File: src/rtl/softmax_row_engine.sv
// Single-row softmax: buffer the row once, exp2(score-max), one reciprocal, replay normalised beats (latency 2B+32).
// in_rdy only in LOAD; out beats advance on out_vld&out_rdy. SOFTMAX_LANE_MASK_EN adds per-lane in_mask.
module softmax_row_engine #(
  parameter int LANES      = 4,
  parameter int DATA_WIDTH = 16,
  parameter int FRAC_BITS  = 8,
  parameter int MAX_BEATS  = 16,
  parameter int INFO_WIDTH = 20
) (
  input  logic                        clk,
  input  logic                        rst_n,
  input  logic                        in_vld,
  output logic                        in_rdy,
  input  logic [LANES*DATA_WIDTH-1:0] in_data,
  input  logic                        in_last,
  input  logic [INFO_WIDTH-1:0]       in_info,
`ifdef SOFTMAX_LANE_MASK_EN
  input  logic [LANES-1:0]            in_mask,
`endif
  output logic                        out_vld,
  input  logic                        out_rdy,
  output logic [LANES*16-1:0]         out_data,
  output logic                        out_last,
  output logic [INFO_WIDTH-1:0]       out_info,
  output logic                        busy,
  output logic                        err_len
);

  localparam int EW  = (DATA_WIDTH > 16) ? DATA_WIDTH : 16;
  localparam int IW  = (MAX_BEATS > 1) ? $clog2(MAX_BEATS) : 1;
  localparam int PW  = $clog2(MAX_BEATS + 1);
  localparam int SW  = 16 + $clog2(LANES * MAX_BEATS);
  localparam int DW1 = DATA_WIDTH + 1;
  localparam logic signed [DATA_WIDTH-1:0] MAX_INIT = {1'b1, {(DATA_WIDTH-1){1'b0}}};

  typedef enum logic [1:0] {S_LOAD, S_EXP, S_DIV, S_OUT} state_t;
  state_t state_q, state_d;

  logic [EW-1:0]                 mem [MAX_BEATS][LANES];
  logic [PW-1:0]                 wr_ptr, rd_ptr;
  logic signed [DATA_WIDTH-1:0]  max_q, beat_max;
  logic [SW-1:0]                 sum_q, e_sum, rem_q;
  logic [15:0]                   q_q, recip;
  logic [4:0]                    div_cnt;
  logic [INFO_WIDTH-1:0]         info_q;
  logic [LANES-1:0]              in_act, rd_act;
  logic                          accept, last_beat, exp_done, div_done, out_fire, ge;
  logic [SW:0]                   rem_sh;
  logic [IW-1:0]                 wr_idx, rd_idx;
  logic signed [DW1-1:0]         d_l  [LANES];
  logic signed [DW1-1:0]         sh_l [LANES];
  logic [15:0]                   e_lane [LANES];
  logic [LANES*16-1:0]           out_lanes;

  assign wr_idx    = wr_ptr[IW-1:0];
  assign rd_idx    = rd_ptr[IW-1:0];
  assign accept    = in_vld && (state_q == S_LOAD);
  assign last_beat = in_last || (wr_ptr == PW'(MAX_BEATS - 1));
  assign exp_done  = (rd_ptr == wr_ptr - PW'(1));
  assign div_done  = (div_cnt == 5'd30);
  assign out_fire  = out_vld && out_rdy;
  assign out_info  = info_q;

`ifdef SOFTMAX_LANE_MASK_EN
  logic [LANES-1:0] mask_mem [MAX_BEATS];
  assign in_act = ~in_mask;
  assign rd_act = ~mask_mem[rd_idx];
  always_ff @(posedge clk) begin
    if (accept) mask_mem[wr_idx] <= in_mask;
  end
`else
  assign in_act = '1;
  assign rd_act = '1;
`endif

  always_ff @(posedge clk or negedge rst_n) begin
    if (!rst_n) state_q <= S_LOAD;
    else        state_q <= state_d;
  end

  always_comb begin
    state_d = state_q;
    in_rdy  = 1'b0;
    busy    = 1'b1;
    case (state_q)
      S_LOAD: begin
        in_rdy = 1'b1;
        busy   = (wr_ptr != '0);
        if (in_vld && last_beat) state_d = S_EXP;
      end
      S_EXP:   if (exp_done) state_d = S_DIV;
      S_DIV:   if (div_done) state_d = S_OUT;
      S_OUT:   if (out_fire && out_last) state_d = S_LOAD;
      default: state_d = S_LOAD;
    endcase
  end

  always_comb begin
    beat_max = max_q;
    for (int i = 0; i < LANES; i++) begin
      if (in_act[i] && ($signed(in_data[i*DATA_WIDTH +: DATA_WIDTH]) > beat_max))
        beat_max = $signed(in_data[i*DATA_WIDTH +: DATA_WIDTH]);
    end
  end

  // Piecewise-linear 2^d: mantissa (1+F) aligned to Q1.15, then shifted by the integer part.
  always_comb begin
    e_sum = '0;
    for (int i = 0; i < LANES; i++) begin
      d_l[i]    = DW1'($signed(mem[rd_idx][i][DATA_WIDTH-1:0])) - DW1'(max_q);
      sh_l[i]   = -(d_l[i] >>> FRAC_BITS);
      e_lane[i] = (16'({1'b1, d_l[i][FRAC_BITS-1:0]}) << (15 - FRAC_BITS)) >> $unsigned(sh_l[i]);
      if (!rd_act[i] || ($unsigned(sh_l[i]) > DW1'(16))) e_lane[i] = '0;
      e_sum = e_sum + SW'(e_lane[i]);
    end
  end

  always_comb begin
    rem_sh = {rem_q, (div_cnt == 5'd0)};
    ge     = (rem_sh >= {1'b0, sum_q});
    recip  = (sum_q == '0) ? 16'h0000 : q_q;
  end

  always_comb begin
    out_lanes = '0;
    for (int i = 0; i < LANES; i++) begin
      if (17'((32'(mem[rd_idx][i][15:0]) * 32'(recip)) >> 15) > 17'h08000)
        out_lanes[i*16 +: 16] = 16'h8000;
      else
        out_lanes[i*16 +: 16] = 16'((32'(mem[rd_idx][i][15:0]) * 32'(recip)) >> 15);
    end
  end

  always_ff @(posedge clk) begin
    if (accept) begin
      for (int i = 0; i < LANES; i++)
        mem[wr_idx][i] <= EW'($signed(in_data[i*DATA_WIDTH +: DATA_WIDTH]));
    end else if (state_q == S_EXP) begin
      for (int i = 0; i < LANES; i++)
        mem[rd_idx][i] <= EW'(e_lane[i]);
    end
  end

  always_ff @(posedge clk or negedge rst_n) begin
    if (!rst_n) begin
      wr_ptr   <= '0;
      rd_ptr   <= '0;
      max_q    <= MAX_INIT;
      sum_q    <= '0;
      rem_q    <= '0;
      q_q      <= '0;
      div_cnt  <= '0;
      info_q   <= '0;
      out_vld  <= 1'b0;
      out_last <= 1'b0;
      out_data <= '0;
      err_len  <= 1'b0;
    end else begin
      err_len <= accept && !in_last && (wr_ptr == PW'(MAX_BEATS - 1));
      case (state_q)
        S_LOAD: begin
          if (accept) begin
            wr_ptr <= wr_ptr + PW'(1);
            max_q  <= beat_max;
            rd_ptr <= '0;
            if (wr_ptr == '0) info_q <= in_info;
          end
        end
        S_EXP: begin
          sum_q  <= sum_q + e_sum;
          rd_ptr <= rd_ptr + PW'(1);
          if (exp_done) begin
            rem_q   <= '0;
            q_q     <= '0;
            div_cnt <= '0;
          end
        end
        S_DIV: begin
          rem_q   <= SW'(ge ? rem_sh - {1'b0, sum_q} : rem_sh);
          q_q     <= {q_q[14:0], ge};
          div_cnt <= div_cnt + 5'd1;
          if (div_done) rd_ptr <= '0;
        end
        S_OUT: begin
          if (!out_vld || (out_fire && !out_last)) begin
            out_vld  <= 1'b1;
            out_data <= out_lanes;
            out_last <= (rd_ptr == wr_ptr - PW'(1));
            rd_ptr   <= rd_ptr + PW'(1);
          end else if (out_fire) begin
            out_vld  <= 1'b0;
            out_last <= 1'b0;
            wr_ptr   <= '0;
            rd_ptr   <= '0;
            max_q    <= MAX_INIT;
            sum_q    <= '0;
          end
        end
        default: ;
      endcase
    end
  end

endmodule

File: config.mk
export PLATFORM = sky130hd
export DESIGN_NAME = softmax_row_engine
export DESIGN_NICKNAME = d
export VERILOG_FILES = /design/src/rtl/softmax_row_engine.sv
export SDC_FILE = /design/constraint.sdc
export NUM_CORES = 2
export LEC_CHECK = 0
export CORE_MARGIN = 4
export CORE_UTILIZATION = 40
export CTS_CLUSTER_SIZE = 10
export DETAILED_ROUTE_END_ITERATION = 10
export DONT_BUFFER_PORTS = 1
export GPL_ROUTABILITY_DRIVEN = 0
export PLACE_DENSITY = 0.6
export SETUP_SLACK_MARGIN = 0.5
export SLEW_MARGIN = 5
export SYNTH_ARGS = -nofsm -noshare
export SYNTH_HDL_FRONTEND = slang
export SYNTH_SLANG_ARGS = --single-unit
File: constraint.sdc
create_clock -name clk -period 16.8 [get_ports clk]
set_input_delay 4.2 -clock clk [delete_from_list [all_inputs] [get_ports clk]]
set_output_delay 4.2 -clock clk [all_outputs]
set_load 0.02 [all_outputs]
# --- Yosys cells after proc, flatten, opt, wreduce, memory -nomap -nowiden ---
# Memories as Yosys holds them, arrays and structs flattened.
# Index checks and enable logic that the tools add are counted.
totals:
  register_bits: 180
  latch_bits: 0
  mem_bits_rw: 1024
  romBits: 0
  in_bits: 89
  out_inout_bits: 89
  wordCells: 149
  mem_count: 1
mem_list:
  columns: ["name", "words", "word_bits", "read_ports", "rd_clocked_by_memory_dff", "wr", "line_no", "source"]
  rows:
  - ["mem", 16, 64, 1, 0, 1, "39", "logic [EW-1:0] mem [MAX_BEATS][LANES];"]
op_classes:
  add_sub_neg: 17
  multipliers: 4
  n_div: 0
  n_lt_le_gt_ge: 13
  eq_ne: 14
  n_shift: 4
  mux: 53
  bitwise_logic: 0
  n_reduce_logical: 30
ops:
  columns: ["operator", "n"]
  rows:
  - ["16-bit two-way mux", 17]
  - ["16-bit by 16-bit multiplier with 32-bit output", 4]
  - ["22-bit two-way mux", 4]
  - ["22-bit one-hot mux with 2 select lines", 2]
  - ["17-bit by 16-bit greater-than comparator with 1-bit output, second input constant", 4]
  - ["17-bit by 5-bit greater-than comparator with 1-bit output, second input constant", 4]
  - ["9-bit negation with 17-bit output", 4]
  - ["16-bit by 17-bit right shift with 16-bit output", 4]
  - ["16-bit by 16-bit subtractor with 17-bit output", 4]
  - ["16-bit greater-than comparator", 4]
  - ["64-bit two-way mux", 1]
  - ["16-bit one-hot mux with 2 select lines", 2]
  - ["64-bit OR reduction", 1]
  - ["5-bit two-way mux", 7]
  - ["23-bit by 22-bit greater-or-equal comparator with 1-bit output", 1]
  - ["22-bit by 19-bit adder with 22-bit output", 1]
  - ["22-bit logical NOT", 1]
  - ["22-bit subtractor", 1]
  - ["5-bit one-hot mux with 2 select lines", 2]
  - ["5-bit one-hot mux with 4 select lines", 1]
  - ["18-bit by 16-bit adder with 19-bit output", 1]
  - ["17-bit by 16-bit adder with 18-bit output", 1]
  - ["16-bit by 16-bit adder with 17-bit output", 1]
  - ["5-bit by 1-bit adder with 5-bit output, second input constant", 3]
  - ["23 further kinds", 60]

# --- Logic depth before layout (Yosys ltp) ---
logic_depth:
  word_depth: 10
  mapped_depth: 53
  depth_no_buf: 47

# --- Worst setup path after synthesis ---
# OpenSTA, ideal clock, no wires.
synth_timing:
  kind: "in2reg"
  startpoint: "input in_data[1]"
  endpoint: "register max_q[10]"
  setup_time_ns: 0.122
  t_arrival_ns: 13.569
  required_time_ns: 16.678
  setup_slack_ns: 3.109
  path_stages: 50
  path_buffers: 6
  cell_sequence: "ha_1 > nor2b_1 > o21a_1 > o21ai_0 > nand2b_1 > a21oi_1 > o21ai_0 > a221o_1 > nand3_1 > clkbuf_1 > mux2i_1 > ha_1 > nor2b_1 > o21a_1 > o21a_1 > o21a_1 > o21a_1 > o21a_1 > [... 14 more ...] > o21ai_0 > a21oi_1 > clkbuf_1 > clkbuf_1 > o21a_1 > ha_1 > nor2b_1 > o21a_1 > o21a_1 > o21a_1 > o21a_1 > o21a_1 > o21a_1 > o21a_1 > o21bai_1 > clkbuf_1 > o211ai_1 > a32o_1"
synth_between:
  elab_chain_cells: 10
synth_lines:
  columns: ["item", "line_no", "source"]
  rows:
  - ["from (decl)", "14", "input logic [LANES*DATA_WIDTH-1:0] in_data,"]
  - ["16-bit greater-than comparator", "101", "if (in_act[i] && ($signed(in_data[i*DATA_WIDTH +: DATA_WIDTH]) > beat_max))"]
  - ["16-bit two-way mux *", "101", null]
  - ["16-bit greater-than comparator", "101", null]
  - ["16-bit two-way mux *", "101", null]
  - ["16-bit greater-than comparator", "101", null]
  - ["16-bit two-way mux *", "101", null]
  - ["16-bit greater-than comparator", "101", null]
  - ["16-bit two-way mux *", "101", null]
  - ["16-bit two-way mux *", "162", "if (accept) begin"]
  - ["16-bit one-hot mux with 2 select lines *", "160", "case (state_q)"]
  - ["to (signal assigned)", "164", "max_q <= beat_max;"]
  - ["to (decl)", "41", "logic signed [DATA_WIDTH-1:0] max_q, beat_max;"]
# Every way passes the cells marked *; elsewhere a longest branch is shown, timed or not. The select of a mux whose other input is x is not followed.
# A chain may end at the register's enable or synchronous reset.

# --- Final worst setup path ---
layout_timing:
  startpoint: "input in_data[1]"
  endpoint: "register max_q[9]"
# Same word-level chain as after synthesis.

==> results.rst <==
.. list-table::
   :header-rows: 1

   * - Metric
     - Value
   * - Int Power
     - 8.673 mW
   * - Fraction of power consumed by sequential logic
     - 0.242
   * - Result of the run
     - finished, final reports clean
   * - Initial antenna violation count
     - 40
   * - Die Outline Area
     - 234,400 um^2
   * - Smallest hold slack
     - 511.1 ps
   * - Period utilization
     - 0.7973
   * - # hold bufs at CTS
     - 0
   * - GRT Residual Overflow
     - 0
   * - Buffers inserted by post-CTS timing repair
     - 0
   * - Proportion of power drawn by combinational gates
     - 0.580
   * - Cell depth of the worst flop-to-flop path
     - 42
   * - Largest incremental delay on the critical path
     - 910 ps
   * - Crit path arrival time
     - 14,070 ps
   * - Leakage power
     - 40.66 nW
   * - Routed via count
     - 61.50k
   * - Area taken by multi-input logic gates
     - about 50,000 um^2
   * - Element type at the critical path start
     - input port
   * - Fraction of layout cells with a size suffix above 1
     - 0.1040
   * - Post-layout minimum cycle time
     - 13,390 ps
   * - TritonCTS Buffers
     - approximately 150
   * - Largest buffer count on any clock path
     - 3
   * - Slew of the pin with the lowest slew margin
     - 1238 ps
   * - Leading register cell type out of synthesis
     - sky130_fd_sc_hd__edfxtp_1
   * - Final Routed Wirelength
     - 276,800 um
   * - Worst Hold Class
     - flip-flop to flip-flop
   * - Cell occurring most often along the worst timing path
     - sky130_fd_sc_hd__o21a_1
   * - Starting density of the core
     - 0.4028
   * - Post-detailed-route via-to-cell ratio
     - 5.754
   * - Share of Yosys cell area claimed by the top area cell type
     - 0.3391
   * - Number of global-route vias before repair
     - 63.49k
   * - Switching component of the power
     - 7.851 mW
   * - Highest Clock Rate
     - 0.07466 GHz
   * - Worst path depth
     - 44
   * - Buffer and inverter count on the worst path
     - 0
   * - Iter 0 DRT Violations
     - 6,280
   * - Asr flop ratio synth
     - 0.1495
   * - Number of standard-cell rows in the floorplan
     - about 170
   * - CTS H-tree depth
     - 4
   * - Worst hold path stage count
     - 2
   * - Skew-Pair Late Insertion Delay
     - 820 ps
   * - Die height
     - 484.1 um
   * - Average size of a mapped cell
     - 11.82 um^2
   * - Critical-path cell with the highest stage delay
     - sky130_fd_sc_hd__o21bai_1
   * - Library cell used as clock root buffer
     - sky130_fd_sc_hd__clkbuf_16
   * - Gr usage total
     - 0.2354
   * - Number of nets at the end of the flow
     - 9,085
   * - Final Hold Violating Endpoints
     - 0
   * - Clock sink total
     - 1,204
   * - Number of enable flip-flop cells after synthesis
     - 1,024
   * - Area of all placed cells without fillers
     - 98,700 um^2
   * - Post-synth net total
     - 9,186
   * - Kind of end point of the critical path
     - flip-flop
   * - Antenna violation net count after detailed routing
     - 0
   * - Slew HR
     - 0.1747
   * - Syn Inst Count
     - 7,671
   * - Remaining routing DRC violations
     - 0
   * - Maximum vdd ir drop
     - 0.2446 mV
   * - Commonest cells in the netlist
     - sky130_fd_sc_hd__inv_1 (1,124), sky130_fd_sc_hd__edfxtp_1 (1,024), sky130_fd_sc_hd__nand2_1 (940), sky130_fd_sc_hd__fa_1 (824), sky130_fd_sc_hd__ha_1 (602)
   * - First-pass detailed-route iteration total
     - 5
   * - Number of max-slew violations in the final report
     - 0
   * - Seq cells post-synth
     - 1,204
   * - Seq. cell area
     - 35,270 um^2
   * - Final setup skew
     - 61.01 ps
   * - Post-placement worst setup slack
     - approximately 2700 ps
   * - WS Path Type
     - input port to flip-flop
   * - Floorplan Core Area
     - 225,100 um^2
   * - Critical path fanouts, max
     - 16
   * - Number of buffer cells added on primary ports
     - 0
   * - Netlist area before placement
     - 90,680 um^2
   * - Cell accounting for the most synthesized area
     - sky130_fd_sc_hd__edfxtp_1
   * - CP delay by family, top
     - compound AO/OA/AOI/OAI gates
   * - Post-Route Setup TNS
     - 0 ps
   * - RSZ-0062 raised after global routing
     - false
   * - Clk network pwr share
     - 0.178
   * - Ports placed on the boundary
     - 178
   * - Largest cells by area after synthesis
     - sky130_fd_sc_hd__edfxtp_1 (34%), sky130_fd_sc_hd__fa_1 (18%), sky130_fd_sc_hd__ha_1 (8.3%)
   * - Clock slew at reported path FFs
     - ~60 ps
   * - DIE WIDTH
     - 484.1 um
   * - Number of warning messages in the yosys log
     - 0
   * - Net switching share of the total power
     - 0.4751
   * - Slack of the critical path
     - ~3400 ps
   * - Pin count of the biggest net entering global routing
     - 181
   * - Number of maximum-capacitance constraint violations
     - 0
   * - Wire length of the first global-routing pass
     - 413,500 um
   * - FILL cells
     - 20.67k
   * - Critical path data required time
     - 17,480 ps
   * - Half-perimeter wire length of the detailed placement result
     - 190,700 um
   * - Dominant cell by count in the synthesized netlist
     - sky130_fd_sc_hd__inv_1
   * - Final setup violating endpoints
     - 0
   * - Detail-routed net length per standard cell
     - 25.90 um
   * - Total cell area at the placement stage
     - 94,210 um^2
   * - Power density over cell area
     - 167.4 nW/um^2
   * - CTS tree
     - yes
   * - Number of gates resized after cts
     - 0
   * - Synth cell types
     - 98
   * - Part of the Yosys area used for sequential elements
     - 0.3888
   * - Synth-to-layout area growth
     - 8.839%
## worst reg2reg max path: cells and delay by family, from the launching register on
family | cells | cell delay, ps
AOI/OAI and AO/OA | 16 | 3630
xor gates and xnor gates | 2 | 420
adders and majority gates | 7 | 2620
buffers and inverters | 6 | 1950
DFF | 1 | 680
muxes | 2 | 1420
and+or+nand+nor | 9 | 1750
## stage by stage
step             util  instances  power [mW]
2_1_floorplan       -       7671       10.51
3_3_place_gp   0.4185      10420       13.17
3_5_place_dp   0.4185      10420       13.27
4_1_cts        0.4377      10630       16.28
5_1_grt        0.4384      10680       17.36
6_report       0.4384      10690       16.52
## layer usage
layer,share of wire,up-vias,wire length [um],global-route usage
li1,-,26310,-,-
met1,0.40,31860,110500,0.3115
met2,0.46,2758,126300,0.3709
met3,0.099,575,27470,0.05814
met4,0.045,4,12530,0.09845
met5,0.000098,-,27,0
## registers in the layout, indices dropped and copies added, names as in the netlist, 16 cells and up
register  flops
rem_q        22
out_info     20
sum_q        22
out_data     64
max_q        16
mem        1024
q_q          16
## power groups by stage
stage          Clock (mW)  Combinational, mW  Sequential (mW)
2_1_floorplan           0               6.53             3.98
3_3_place_gp            0               9.13             4.04
3_5_place_dp            0               9.21             4.06
4_1_cts              3.00               9.27             4.00
5_1_grt              3.13               10.2             4.03
6_report             2.94               9.58             4.00
## area by class of cell
class                   count  share of cell area
clock buffers             183             0.03884
multi-input cells        4956              0.5059
clock inverters            29            0.004957
flip-flops and latches   1204              0.3574
repair buffers            133             0.01050
well taps                2992             0.03793
inverters                1130             0.04298
diodes                     61            0.001547
## logic make-up after synthesis
kind of cell    Yosys count  share of synthesized area
simple gates           2013                     0.1032
compound gates          869                    0.06671
mux                     480                    0.09705
fa+ha+maj              1426                     0.2650
buf+inv                1511                    0.06300
xor+xnor                168                    0.01631
flops                  1204                     0.3888
## final timing paths
| path | start | to | slack, ps |
|---|---|---|---|
| worst min register to register | q_q[8]$_DFFE_PN0P_ | q_q[9]$_DFFE_PN0P_ | 510 |
| worst max register to register | rd_ptr[0]$_DFFE_PN0P_ | sum_q[19]$_DFFE_PN0P_ | 4200 |
| max in group asynchronous | rst_n | rd_ptr[1]$_DFFE_PN0P_ | 12940 |
| worst min-delay path | q_q[8]$_DFFE_PN0P_ | q_q[9]$_DFFE_PN0P_ | 510 |
| min in group asynchronous | rst_n | out_data[3]$_DFFE_PN0P_ | 3080 |
| worst max-delay path | in_data[1] | max_q[9]$_DFFE_PN0P_ | 3410 |
## placed cells by master (no fill, tap or decap), types with 130 or more instances in the layout
| cell type | synthesis | final |
|---|---|---|
| sky130_fd_sc_hd__buf_4 | 1 | 130 |
| sky130_fd_sc_hd__a21oi_1 | 172 | 171 |
| sky130_fd_sc_hd__nand2_1 | 940 | 937 |
| sky130_fd_sc_hd__clkbuf_16 | 0 | 147 |
| sky130_fd_sc_hd__ha_1 | 602 | 601 |
| sky130_fd_sc_hd__fa_1 | 824 | 824 |
| sky130_fd_sc_hd__nor2_1 | 310 | 294 |
| sky130_fd_sc_hd__edfxtp_1 | 1024 | 1024 |
| sky130_fd_sc_hd__inv_1 | 1124 | 1123 |
| sky130_fd_sc_hd__and3_1 | 261 | 261 |
| sky130_fd_sc_hd__dfrtp_1 | 179 | 175 |
| sky130_fd_sc_hd__o21ai_0 | 158 | 157 |
| sky130_fd_sc_hd__mux4_2 | 312 | 312 |
Note: power is estimated with default switching activity, not from simulation.
